==> config.mk <==
export PLATFORM = sky130hd
export DESIGN_NAME = pipe_elastic_buffer
export DESIGN_NICKNAME = d
export VERILOG_FILES = /design/src/rtl/pipe_elastic_buffer_pkg.sv /design/src/rtl/pipe_elastic_buffer_ram.sv /design/src/rtl/pipe_elastic_buffer.sv
export SDC_FILE = /design/constraint.sdc
export NUM_CORES = 1
export LEC_CHECK = 0
export ABC_AREA = 1
export BUFFER_PORTS_ARGS = -buffer_cell sky130_fd_sc_hd__buf_4
export CORE_ASPECT_RATIO = 2
export CORE_UTILIZATION = 49
export DETAILED_ROUTE_END_ITERATION = 16
export PLACE_DENSITY = 0.74
export SLEW_MARGIN = 30
export SYNTH_ARGS = -nofsm -noshare
export SYNTH_HDL_FRONTEND = slang
export SYNTH_SLANG_ARGS = --single-unit
==> constraint.sdc <==
create_clock -name clk -period 2.4 [get_ports clk]
set_input_delay 0.24 -clock clk [delete_from_list [all_inputs] [get_ports clk]]
set_output_delay 0.24 -clock clk [all_outputs]
set_load 0.05 [all_outputs]
==> src/rtl/pipe_elastic_buffer_pkg.sv <==
// Shared constants and sizing helpers for the pipeline stage buffers.
// Every stage buffer derives its default geometry and counter widths from here.
package pipe_elastic_buffer_pkg;

  localparam int unsigned DefaultWidth = 16;
  localparam int unsigned DefaultDepth = 2;

  // Occupancy must represent 0..depth inclusive, hence depth + 1 states.
  function automatic int unsigned cnt_width(input int unsigned depth);
    return unsigned'($clog2(depth + 1));
  endfunction

  function automatic int unsigned ptr_width(input int unsigned depth);
    return (depth > 1) ? unsigned'($clog2(depth)) : 1;
  endfunction

endpackage

==> src/rtl/pipe_elastic_buffer_ram.sv <==
// Storage array for pipe_elastic_buffer.
// It has one synchronous write port and one asynchronous read port, and its contents are not reset.
module buffer_ram
  import pipe_elastic_buffer_pkg::*;
#(
  parameter int unsigned WIDTH = DefaultWidth,
  parameter int unsigned DEPTH = DefaultDepth
) (
  input  logic                        clk,
  input  logic                        we,
  input  logic [ptr_width(DEPTH)-1:0] waddr,
  input  logic [WIDTH-1:0]            wdata,
  input  logic [ptr_width(DEPTH)-1:0] raddr,
  output logic [WIDTH-1:0]            rdata
);

  logic [WIDTH-1:0] mem [DEPTH];

  always_ff @(posedge clk) begin
    if (we) begin
      mem[waddr] <= wdata;
    end
  end

  assign rdata = mem[raddr];

endmodule

==> src/rtl/pipe_elastic_buffer.sv <==
// Elastic FIFO buffer between pipeline stages, with valid/ready on both sides.
// It has one cycle of latency and no bypass, and flush takes priority over push and pop.
module pipe_elastic_buffer
  import pipe_elastic_buffer_pkg::*;
#(
  parameter int unsigned WIDTH = DefaultWidth,
  parameter int unsigned DEPTH = DefaultDepth
) (
  input  logic                        clk,
  input  logic                        reset,
  input  logic                        flush,
  input  logic                        in_valid,
  input  logic [WIDTH-1:0]            in_data,
  output logic                        in_ready,
  output logic                        out_valid,
  output logic [WIDTH-1:0]            out_data,
  input  logic                        out_ready,
  output logic [cnt_width(DEPTH)-1:0] count
);

  localparam int unsigned CntW = cnt_width(DEPTH);
  localparam int unsigned PtrW = ptr_width(DEPTH);
  localparam logic [CntW-1:0] CntFull = CntW'(DEPTH);

  logic [PtrW-1:0]  wr_ptr_q, wr_ptr_d;
  logic [PtrW-1:0]  rd_ptr_q, rd_ptr_d;
  logic [CntW-1:0]  count_q, count_d;
  logic             push, pop, full, empty;
  logic [WIDTH-1:0] rd_data;

  assign full  = (count_q == CntFull);
  assign empty = (count_q == '0);

  // in_ready depends only on registered state and flush, so a pop cannot free a slot the same cycle.
  assign in_ready  = !full && !flush;
  assign out_valid = !empty;
  assign push      = in_valid && in_ready;
  assign pop       = out_valid && out_ready;

  always_comb begin
    wr_ptr_d = wr_ptr_q;
    rd_ptr_d = rd_ptr_q;
    count_d  = count_q;
    if (flush) begin
      wr_ptr_d = '0;
      rd_ptr_d = '0;
      count_d  = '0;
    end else begin
      // Power-of-two depth lets the pointers wrap naturally.
      if (push) wr_ptr_d = wr_ptr_q + PtrW'(1);
      if (pop)  rd_ptr_d = rd_ptr_q + PtrW'(1);
      case ({push, pop})
        2'b10:   count_d = count_q + CntW'(1);
        2'b01:   count_d = count_q - CntW'(1);
        default: count_d = count_q;
      endcase
    end
  end

  always_ff @(posedge clk or negedge reset) begin
    if (!reset) begin
      wr_ptr_q <= '0;
      rd_ptr_q <= '0;
      count_q  <= '0;
    end else begin
      wr_ptr_q <= wr_ptr_d;
      rd_ptr_q <= rd_ptr_d;
      count_q  <= count_d;
    end
  end

  buffer_ram #(
    .WIDTH (WIDTH),
    .DEPTH (DEPTH)
  ) u_ram (
    .clk   (clk),
    .we    (push),
    .waddr (wr_ptr_q),
    .wdata (in_data),
    .raddr (rd_ptr_q),
    .rdata (rd_data)
  );

  // Stale storage must never leak out while the buffer is empty.
  assign out_data = empty ? '0 : rd_data;
  assign count    = count_q;

endmodule
==> metrics.md <==
| Metric | Value |
|---|---|
| Met2 routed wirelength | around 1700 µm |
| Reg clk slew, reported paths | 70 ps |
| CTS Hold Buffers Added | 1 |
| DRC | 0 |
| Clk sinks | 36 |
| Area Overhead vs Synth | 28.58% |
| Root buffer cell | clkbuf_8 |
| Crit path to | out_data[0] |
| FF-to-FF End | rd_ptr_q |
| Post-synthesis mux area share | 0 |
| LEAKAGE | between 0.8 and 0.9 nW |
| Post-DP HPWL | around 2100 µm |
| Min cycle time layout | 2034 ps |
| Gr usage total | 0.2206 |
| Post-Route WL | about 2900 µm |
| Avg Inst Size Synth | around 12 µm² |
| Compound-gate portion of the synthesized area | 0.06785 |
| Max stage delay on crit path | slightly above 600 ps |
| Largest cells by area after synthesis | edfxtp_1 (65%), nand2_1 (10%), dfrtp_1 (6.8%), a21oi_1 (6.1%), nand3_1 (2.4%) |
| Slowest cell on the critical path | dfrtp_1 |
| Area share of and/or/nand/nor cells after synthesis | 0.1790 |
| Maximum clock rate | between 0.4 and 0.5 GHz |
| Crit-path cells | inv_2, nand2_1, a21oi_1, buf_4 |
| Metal3 WL | 129 µm |
| Power Dens Cells | 877.8 mW/mm² |
| YS warnings | 0 |
| Ys flop type | edfxtp_1 |
| Core ar. | about 0.0028 mm² |
| Routed len/inst | about 15 µm |
| Wire length of the first global-routing pass | 4588 µm |
| Setup violators final | 0 |
| Total die area | approximately 0.0032 mm² |
| Placed cell area | 0.001807 mm² |
| Synth cell count leaders | nand2_1 (41), edfxtp_1 (32), a21oi_1 (18), nand3_1 (7) |
| CP startpoint | rd_ptr_q |
| Final Cell Area | approximately 0.0019 mm² |
| Syn Std Cell Area | approximately 0.0015 mm² |
| Post-route setup slack | about 370 ps |
| Status | finished clean |
| Unrepaired setup endpoints after global routing | no |
| Max_cap viols | 0 |
| Top sig layer | met4 |
| Layout cells sized above 1 | 0.3314 |
| Final net count | roughly 190 |
| Via-to-Cell Ratio | roughly 5.3 |
| Global route total overflow | 0 |
| Top delay family on crit path | flip-flops |
| N_diodes | 0 |
| Initial DRC Count | 30 |
| Area leader, netlist | edfxtp_1 |
| Place WS | around 700 ps |
| Count leader, synth | nand2_1 |
| WS Path Type | flip-flop to output pin |
| Vias in the first global route | ~1000 |
| Max Buffers Root-to-Sink | 2 |
| Worst Hold Class | input pin to flip-flop |
| Placer's final routability congestion estimate | 0.7105 |
| Final-report hold violation count | 0 |
| First-pass DRT Iterations | 4 |
| Row cnt | 27 |
| Buf/Inv on CP | 2 |
| Setup_tns | 0 ps |
| Setup bufs post-CTS | 0 |
| Largest net degree at the start of global routing | 19 |
| Arr. time, crit path | about 1800 ps |
| FF+latch count, synth | 36 |
| Overall power | approximately 1.7 mW |
| Total CTS buffers | 5 |
| Clock skew | 7.270 ps |
| Die boundary height | a little under 80 µm |
| Cell count after synthesis | 125 |
| R2R setup slack | about 900 ps |
| Num ports | 41 |
| Worst-Margin Slew | 597.1 ps |
| Antenna violations before repair | 0 |
| I/O Buffers | 40 |
| Seq/Total Area, Yosys | 0.7193 |
| Crit path max fanout | 18 |
| Xor-xnor portion of the synthesized cell area | 0 |
| Worst-Skew Late Latency | around 280 ps |
| Distinct cells, synth | 16 |
| Crit. path cell count | 4 |
| Worst setup EP type | output pin |
| Reg-to-Reg Start | rd_ptr_q |
| Met1 wire length | 1025 µm |
| Post-synthesis net count | 146 |
| FFs w/ async S/R, synth | 0.1111 |
| Main combinational cell family by area after synthesis | simple AND/OR/NAND/NOR gates |
| Cell depth of the worst flop-to-flop path | 3 |
| Final Cycle Share | 0.8474 |
| CP Data Required Time | ~2200 ps |
| Maximum VDD drop | 704.5 µV |
| Max Slew Vio Count | 0 |
| Via Count | 1056 |
| Post-DRT Antenna Nets | 0 |
| Initial Utilization | 0.5261 |
| Share of the synthesized area in the top cell type | 0.6514 |
| Worst setup SP type | flip-flop |
| Synth Area in Adders | 0 |
| Worst slew margin | 0.6020 |
| Post-synth EDFFs | 32 |
| Post-CTS resize count | 0 |
| H-tree levels | 2 |
| Horiz. Die Dim | a little over 40 µm |
| CTS tree | yes |
stage by stage:
| stage | utilization | cells | hold slack (ps) |
|---|---|---|---|
| floorplan | - | 125 | -55.59 |
| detailed placement | 0.6444 | 192 | 42.75 |
| global placement | 0.6444 | 192 | 39.74 |
| finish | 0.6765 | 201 | 141.2 |
| CTS | 0.6765 | 201 | 135.4 |
| global route | 0.6765 | 201 | 124.1 |
layout by cell type (no fill, tap or decap), types with 2 or more instances in the layout:
| cell type | count |
|---|---|
| inv_2 | 4 |
| a21oi_1 | 18 |
| buf_4 | 42 |
| nand3_1 | 7 |
| inv_1 | 4 |
| nor2_1 | 3 |
| dfrtp_1 | 4 |
| nor2_4 | 2 |
| edfxtp_1 | 32 |
| clkbuf_8 | 5 |
| clkbuf_1 | 2 |
| nand2_1 | 41 |
registers in the layout, summed over array words and instances, names as in the netlist:
register,cells
wr_ptr_q,1
rd_ptr_q,1
count,2
u_ram.mem,32
where the power goes:
group | internal (mW) | switching, mW | leakage, nW
logic | 0.146 | 0.369 | 0.416
clock network | 0.202 | 0.192 | 0.0399
registers | 0.724 | 0.0327 | 0.347
final cells by class:
| cell class | instances | area [µm²] |
|---|---|---|
| Clock buffer | 7 | 76.32 |
| Clock inverter | 1 | 3.754 |
| Fill cell | 219 | 907.1 |
| Inverter | 8 | 30.03 |
| Multi-Input combinational cell | 77 | 364.1 |
| Sequential cell | 36 | 1061 |
| Tap cell | 29 | 36.28 |
| Timing Repair Buffer | 43 | 325.3 |
cells by family after synthesis:
| kind of cell | Yosys count |
|---|---|
| AND/OR/NAND/NOR | 57 |
| flip-flops | 36 |
| AO/OA/AOI/OAI | 20 |
| buffers and inverters | 12 |
routing by layer:
layer	vias to the layer above	GRT usage
met1	494	0.2171
met5	-	0
met3	10	0.08357
met2	33	0.3625
li1	519	-
met4	0	0.1200
how the worst min path moves through the flow:
| stage | slack (ps) | to | cells after the start | start |
|---|---|---|---|---|
| CTS | 140 | u_ram.mem[0][11] | 1 | in_data[11] |
| finish | 140 | u_ram.mem[0][1] | 1 | in_data[1] |
| global route | 120 | u_ram.mem[1][5] | 1 | in_data[5] |
| floorplan | -60 | count[0] | 0 | reset |
| global placement | 40 | count[0] | 1 | reset |
| detailed placement | 40 | count[0] | 1 | reset |
(Power assumes the default switching activity.)
